## src/rtl/csr_pkg.sv

```systemverilog
// rtl/csr_pkg.sv - machine trap CSR addresses, op encoding and write masks
package csr_pkg;

    localparam logic [11:0] CSR_MSTATUS   = 12'h300;
    localparam logic [11:0] CSR_MIE       = 12'h304;
    localparam logic [11:0] CSR_MTVEC     = 12'h305;
    localparam logic [11:0] CSR_MSCRATCH  = 12'h340;
    localparam logic [11:0] CSR_MEPC      = 12'h341;
    localparam logic [11:0] CSR_MCAUSE    = 12'h342;
    localparam logic [11:0] CSR_MTVAL     = 12'h343;
    localparam logic [11:0] CSR_MIP       = 12'h344;
    localparam logic [11:0] CSR_MCYCLE    = 12'hB00;
    localparam logic [11:0] CSR_MINSTRET  = 12'hB02;
    localparam logic [11:0] CSR_MCYCLEH   = 12'hB80;
    localparam logic [11:0] CSR_MINSTRETH = 12'hB82;

    typedef enum logic [1:0] {
        CSR_NONE  = 2'b00,
        CSR_WRITE = 2'b01,
        CSR_SET   = 2'b10,
        CSR_CLEAR = 2'b11
    } csr_op_t;

    localparam int MSTATUS_MIE  = 3;
    localparam int MSTATUS_MPIE = 7;

    localparam logic [31:0] MSTATUS_WMASK = 32'h0000_0088;
    localparam logic [31:0] MSTATUS_FIXED = 32'h0000_1800;
    localparam logic [31:0] MIE_WMASK     = 32'h0000_0888;
    localparam logic [31:0] MEPC_WMASK    = 32'hFFFF_FFFC;

endpackage

```

## src/rtl/csr_op_alu.sv

```systemverilog
// rtl/csr_op_alu.sv - combinational CSR read-modify-write value (write/set/clear)
module csr_op_alu
    import csr_pkg::*;
(
    input  logic [31:0] old_val,
    input  logic [31:0] din,
    input  logic [1:0]  op,
    output logic [31:0] new_val
);

    csr_op_t op_e;
    assign op_e = csr_op_t'(op);

    always_comb begin
        new_val = old_val;
        case (op_e)
            CSR_WRITE: new_val = din;
            CSR_SET:   new_val = old_val | din;
            CSR_CLEAR: new_val = old_val & ~din;
            default:   new_val = old_val;
        endcase
    end

endmodule

```

## src/rtl/mtrap_csr.sv

```systemverilog
// rtl/mtrap_csr.sv - machine trap-setup/handling CSR file; MCOUNTERS_EN adds mcycle/minstret
module mtrap_csr
    import csr_pkg::*;
#(
    parameter logic [31:0] RESET_MTVEC    = 32'h0000_0000,
    parameter int          HART_IRQ_LINES = 3
) (
    input  logic        clk,
    input  logic        rst,
`ifdef MCOUNTERS_EN
    input  logic        instret,
`endif
    input  logic [11:0] addr,
    input  logic [31:0] din,
    input  logic [1:0]  op,
    input  logic        wr_en,
    output logic [31:0] dout,
    output logic        illegal_address,
    input  logic        trap,
    input  logic [31:0] trap_cause,
    input  logic [31:0] trap_pc,
    input  logic [31:0] trap_val,
    input  logic        mret,
    input  logic        sw_irq,
    input  logic        timer_irq,
    input  logic        ext_irq,
    output logic        irq_pending,
    output logic [31:0] trap_vector,
    output logic [31:0] mepc_out
);

    logic                      mstatus_mie_q, mstatus_mie_d;
    logic                      mstatus_mpie_q, mstatus_mpie_d;
    logic [31:0]               mie_q, mie_d;
    logic [31:0]               mtvec_q, mtvec_d;
    logic [31:0]               mscratch_q, mscratch_d;
    logic [31:0]               mepc_q, mepc_d;
    logic [31:0]               mcause_q, mcause_d;
    logic [31:0]               mtval_q, mtval_d;
    logic [HART_IRQ_LINES-1:0] mip_q, mip_d;
`ifdef MCOUNTERS_EN
    logic [63:0]               mcycle_q, mcycle_d;
    logic [63:0]               minstret_q, minstret_d;
`endif

    logic [31:0] mstatus_rd, mip_rd, rdata, alu_new;
    logic        known, write_req, commit;

    assign mstatus_rd = MSTATUS_FIXED | {24'b0, mstatus_mpie_q, 3'b0, mstatus_mie_q, 3'b0};
    assign mip_rd     = {20'b0, mip_q[2], 3'b0, mip_q[1], 3'b0, mip_q[0], 3'b0};

    always_comb begin
        rdata = 32'b0;
        known = 1'b1;
        case (addr)
            CSR_MSTATUS:   rdata = mstatus_rd;
            CSR_MIE:       rdata = mie_q;
            CSR_MTVEC:     rdata = mtvec_q;
            CSR_MSCRATCH:  rdata = mscratch_q;
            CSR_MEPC:      rdata = mepc_q;
            CSR_MCAUSE:    rdata = mcause_q;
            CSR_MTVAL:     rdata = mtval_q;
            CSR_MIP:       rdata = mip_rd;
`ifdef MCOUNTERS_EN
            CSR_MCYCLE:    rdata = mcycle_q[31:0];
            CSR_MCYCLEH:   rdata = mcycle_q[63:32];
            CSR_MINSTRET:  rdata = minstret_q[31:0];
            CSR_MINSTRETH: rdata = minstret_q[63:32];
`endif
            default:       known = 1'b0;
        endcase
    end

    assign write_req       = wr_en && (op != CSR_NONE);
    assign illegal_address = !known || ((addr == CSR_MIP) && write_req);
    assign commit          = write_req && !illegal_address;
    assign dout            = rdata;

    // The addressed register's current value is the ALU's old operand, counters included.
    csr_op_alu u_alu (
        .old_val (rdata),
        .din     (din),
        .op      (op),
        .new_val (alu_new)
    );

    always_comb begin
        mstatus_mie_d  = mstatus_mie_q;
        mstatus_mpie_d = mstatus_mpie_q;
        mie_d          = mie_q;
        mtvec_d        = mtvec_q;
        mscratch_d     = mscratch_q;
        mepc_d         = mepc_q;
        mcause_d       = mcause_q;
        mtval_d        = mtval_q;
        mip_d          = {ext_irq, timer_irq, sw_irq};

        if (commit) begin
            case (addr)
                CSR_MSTATUS: begin
                    mstatus_mie_d  = alu_new[MSTATUS_MIE];
                    mstatus_mpie_d = alu_new[MSTATUS_MPIE];
                end
                CSR_MIE:      mie_d      = alu_new & MIE_WMASK;
                CSR_MTVEC:    mtvec_d    = alu_new[1] ? {alu_new[31:2], 2'b00} : alu_new;
                CSR_MSCRATCH: mscratch_d = alu_new;
                CSR_MEPC:     mepc_d     = alu_new & MEPC_WMASK;
                CSR_MCAUSE:   mcause_d   = alu_new;
                CSR_MTVAL:    mtval_d    = alu_new;
                default: ;
            endcase
        end

        // Layered so mret beats a CSR write and trap beats both.
        if (mret) begin
            mstatus_mie_d  = mstatus_mpie_q;
            mstatus_mpie_d = 1'b1;
        end
        if (trap) begin
            mepc_d         = trap_pc & MEPC_WMASK;
            mcause_d       = trap_cause;
            mtval_d        = trap_val;
            mstatus_mpie_d = mstatus_mie_q;
            mstatus_mie_d  = 1'b0;
        end
    end

    always_ff @(posedge clk or posedge rst) begin
        if (rst) begin
            mstatus_mie_q  <= 1'b0;
            mstatus_mpie_q <= 1'b0;
            mie_q          <= 32'b0;
            mtvec_q        <= RESET_MTVEC;
            mscratch_q     <= 32'b0;
            mepc_q         <= 32'b0;
            mcause_q       <= 32'b0;
            mtval_q        <= 32'b0;
            mip_q          <= '0;
        end else begin
            mstatus_mie_q  <= mstatus_mie_d;
            mstatus_mpie_q <= mstatus_mpie_d;
            mie_q          <= mie_d;
            mtvec_q        <= mtvec_d;
            mscratch_q     <= mscratch_d;
            mepc_q         <= mepc_d;
            mcause_q       <= mcause_d;
            mtval_q        <= mtval_d;
            mip_q          <= mip_d;
        end
    end

`ifdef MCOUNTERS_EN
    // A written half takes the ALU value; the other half keeps its normal increment.
    always_comb begin
        mcycle_d   = mcycle_q + 64'd1;
        minstret_d = minstret_q + {63'b0, instret};
        if (commit) begin
            case (addr)
                CSR_MCYCLE:    mcycle_d[31:0]    = alu_new;
                CSR_MCYCLEH:   mcycle_d[63:32]   = alu_new;
                CSR_MINSTRET:  minstret_d[31:0]  = alu_new;
                CSR_MINSTRETH: minstret_d[63:32] = alu_new;
                default: ;
            endcase
        end
    end

    always_ff @(posedge clk or posedge rst) begin
        if (rst) begin
            mcycle_q   <= 64'b0;
            minstret_q <= 64'b0;
        end else begin
            mcycle_q   <= mcycle_d;
            minstret_q <= minstret_d;
        end
    end
`endif

    logic [31:0] tvec_base;
    assign tvec_base = {mtvec_q[31:2], 2'b00};

    always_comb begin
        trap_vector = tvec_base;
        if ((mtvec_q[1:0] == 2'b01) && trap_cause[31])
            trap_vector = tvec_base + {trap_cause[29:0], 2'b00};
    end

    assign irq_pending = mstatus_mie_q & |(mip_rd & mie_q);
    assign mepc_out    = mepc_q;

endmodule

```

## config.mk

```make
export PLATFORM = sky130hd
export DESIGN_NAME = mtrap_csr
export DESIGN_NICKNAME = d
export VERILOG_FILES = /design/src/rtl/csr_pkg.sv /design/src/rtl/csr_op_alu.sv /design/src/rtl/mtrap_csr.sv
export SDC_FILE = /design/constraint.sdc
export NUM_CORES = 1
export LEC_CHECK = 0
export ABC_AREA = 0
export BUFFER_PORTS_ARGS = -buffer_cell sky130_fd_sc_hd__buf_2
export CAP_MARGIN = 20
export CORE_UTILIZATION = 56
export CTS_CLUSTER_SIZE = 40
export DETAILED_ROUTE_END_ITERATION = 7
export MAX_ROUTING_LAYER = met4
export PLACE_DENSITY = 0.8
export SETUP_SLACK_MARGIN = 0.1
export SLEW_MARGIN = 25
export SYNTH_ARGS = -nofsm -noshare
export SYNTH_HDL_FRONTEND = slang
export SYNTH_SLANG_ARGS = --single-unit
```

## constraint.sdc

```tcl
create_clock -name clk -period 6.4 [get_ports clk]
set_clock_uncertainty 0.2 [all_clocks]
set_input_delay 0.64 -clock clk [delete_from_list [all_inputs] [get_ports clk]]
set_output_delay 0.64 -clock clk [all_outputs]
set_load 0.05 [all_outputs]
```

==> reports/qor.yml <==
antenna_left: 0
synth_common_cells: "nand2_1, dfrtp_1, mux2i_1, o21ai_1, o211ai_2"
yosysTopAreaCell: "dfrtp_1"
grt_pass1_wl_um: 52000
areaGrowthSynthToFinish_pct: 17.1
r2r_setup_slack_ns: 3.68
ir_drop_mv: 0.164
antenna_found_initial: 2
grt.total_usage: 0.338
synth_top_area_frac: 0.362
r2r_end: "mscratch_q[3]"
rr_worst_depth: 6
finalSetupViolCount: 0
maxCapViolations: 0
whs_path_depth: 1
rsz0062_at_grt: "no"
initial_utilization: 0.579
path_max_fanout: 6
worstHoldStart: "ext_irq"
setup.worst_path.start: "mtvec_q[12]"
r2r-start: "mip_q[0]"
gr-total-overflow: 0
cts_tree: "done"
yosys-mux-area-fraction: 0.171
synthSimpleGateAreaFrac: 0.145
cts_max_level: 4
critPathSlowestCell: "dfrtp_1"
fin_crit_sh: 0.691
clock.fmax_ghz: 0.226
netlist_area_um2: 11400
yosysWarnings: 0
synth_area_leaders: "dfrtp_1, mux2i_1, o211ai_2, nand2_1, mux2_1"
rows: 51
path_buf_inv: 1
dp_cells: 1645
ys.flop_type: "dfrtp_1"
p_per_area_nw_per_um2: 203
fp.coreArea_um2: 19700
path_cells: "ha_1 > nand2_1 > or3_1 > a311oi_1 > or3_1 > o221ai_1 > a211oi_1 > mux2i_1 > o311ai_0 > buf_2"
synth-seq-cells: 165
ys_seq_area_frac: 0.362
cts.sinks: 165
gp_congestion: 0.993
slew_viol_final: 0
dr.pass1.iters: 5
worst_slack_ns: 1.98
boundaryPins: 248
tns_ns: 0
clk_latency_ns: 0.43
cp_slowest_stage_delay_ns: 0.46
synth_most_common_cell: "nand2_1"
cts_root_buffer: "clkbuf_16"
dieWidth_um: 145
hold_path.class: "in -> reg"
synth_cell_types: 75
worstSetupEndpointType: "output port"
placed_area_um2: 12700
crit_path_frequent_cell: "or3_1"
via_count: 10300
io_buffers: 241
hpwl_um: 22600
drc: 0
tightest_slew_ns: 0.998
viasPerCell: 6.15
worstSetupPathType: "reg -> out"
crit_arrival_ns: 3.58
cts_buffers: 17
finalHoldViolCount: 0
cp_top_family: "compound AO/OA/AOI/OAI gates"
grt_max_degree: 112
cts_resized: 0
whs_endpoint: "mip_q[2]"
layoutNonFillerInstCount: 1679
synth-edff-count: 0
yosys.area_share.adder: 0.0336
pre_cts_ws_ns: 1.98
async_flop_share: 1.00
cts_buffer_depth: 2
status: "finished clean"
cp_data_required_time_ns: 5.56
hold_buffers: 0
final_cell_area_um2: 13400
synth_top_family_by_area: "compound AO/OA/AOI/OAI gates"
startpoint_type: "flop"
fin_nets: 1580
drt_iter0_drc: 794
synth_compound_area_frac: 0.232
wl_per_cell_um: 20.0
fin_crit_ns: 4.42
syn_avg_cell_area_um2: 9.48
chipHeight_um: 145
path_clk_slew_ns: 0.07
drive_gt1_frac: 0.277
grt_pass1_vias: 9886
synthXorXnorAreaFrac: 0.0154
routed_wl_um: 33600
cts_setup_buffers: 0
syn_inst: 1203
slew_headroom: 0.332
p_leak_nw: 6.54
dieArea_um2: 20900
-- state kept, by name (all words and copies together) (netlist names) --
name and count:
mstatus_mie_q 1, mscratch_q 32, mtvec_q 31, mtval_q 32, mip_q 3, mstatus_mpie_q 1, mepc_out 30, mie_q 3
mcause_q 32
-- cell usage in the layout (no fill, tap or decap), types with 9 or more instances in the layout --
master | netlist | final
buf_2 | 25 | 239
nand2_1 | 204 | 201
dfrtp_1 | 165 | 165
mux2i_1 | 123 | 123
o21ai_1 | 91 | 91
o211ai_2 | 65 | 65
mux2_1 | 50 | 50
o21ai_0 | 49 | 49
nand2b_1 | 39 | 39
a21oi_1 | 37 | 37
ha_1 | 29 | 29
a22oi_1 | 27 | 27
nor2_1 | 27 | 27
o211ai_1 | 18 | 18
clkbuf_16 | 0 | 17
buf_4 | 10 | 17
inv_1 | 17 | 16
nand3_1 | 14 | 14
mux2_2 | 12 | 12
a21o_1 | 12 | 12
nor3_1 | 12 | 11
xor2_1 | 11 | 11
xnor2_1 | 9 | 9
-- stage by stage --
stage               hold WS (ns)   util  power, mW
floorplan                  0.250      -       1.44
global placement           0.273  0.644       1.57
detailed placement         0.281  0.644       1.58
CTS                        0.102  0.677       2.72
global route               0.101  0.678       2.81
finish                     0.115  0.678       2.71
-- cells by family (layout without fill, tap and decap cells) --
group,Yosys count,after routing
compound gates,358,358
simple gates,344,344
mux,186,186
flops,165,165
buf+inv,99,305
fa+ha+maj,30,30
xor+xnor,20,20
other cells,1,6
-- power by group --
part	internal (mW)	switching, mW	total [mW]
clock	0.705	0.441	1.15
combinational	0.146	0.284	0.430
sequential	1.10	0.0372	1.14
-- layout make-up --
class / count / area [µm²]
Sequential cell: 165 / 4130
Timing Repair Buffer: 257 / 1340
Antenna cell: 2 / 5.00
Inverter: 17 / 71.3
Fill cell: 1574 / 6360
Multi-Input combinational cell: 942 / 6840
Clock inverter: 11 / 199
Tap cell: 265 / 332
Clock buffer: 20 / 447
-- worst max path at each step --
stage,end,depth (start not counted)
finish,trap_vector[29],10
global route,trap_vector[25],10
global placement,dout[2],7
detailed placement,dout[23],7
floorplan,mcause_q[0],1
CTS,dout[23],7
-- per-layer routing --
| layer | GRT usage | vias to the layer above | wire, µm |
|---|---|---|---|
| met5 | - | - | 0 |
| met4 | 0.134 | 0 | 901 |
| li1 | - | 4812 | - |
| met1 | 0.430 | 4942 | 14200 |
| met3 | 0.0763 | 70 | 2840 |
| met2 | 0.521 | 499 | 15600 |
-- worst reg2reg max path: cells and delay by family (launching register included) --
family             cells  cell delay [ns]
AOI/OAI and AO/OA      2             0.82
DFF                    1             0.40
muxes                  2             0.83
and+or+nand+nor        2             0.36
(Power assumes the default switching activity.)
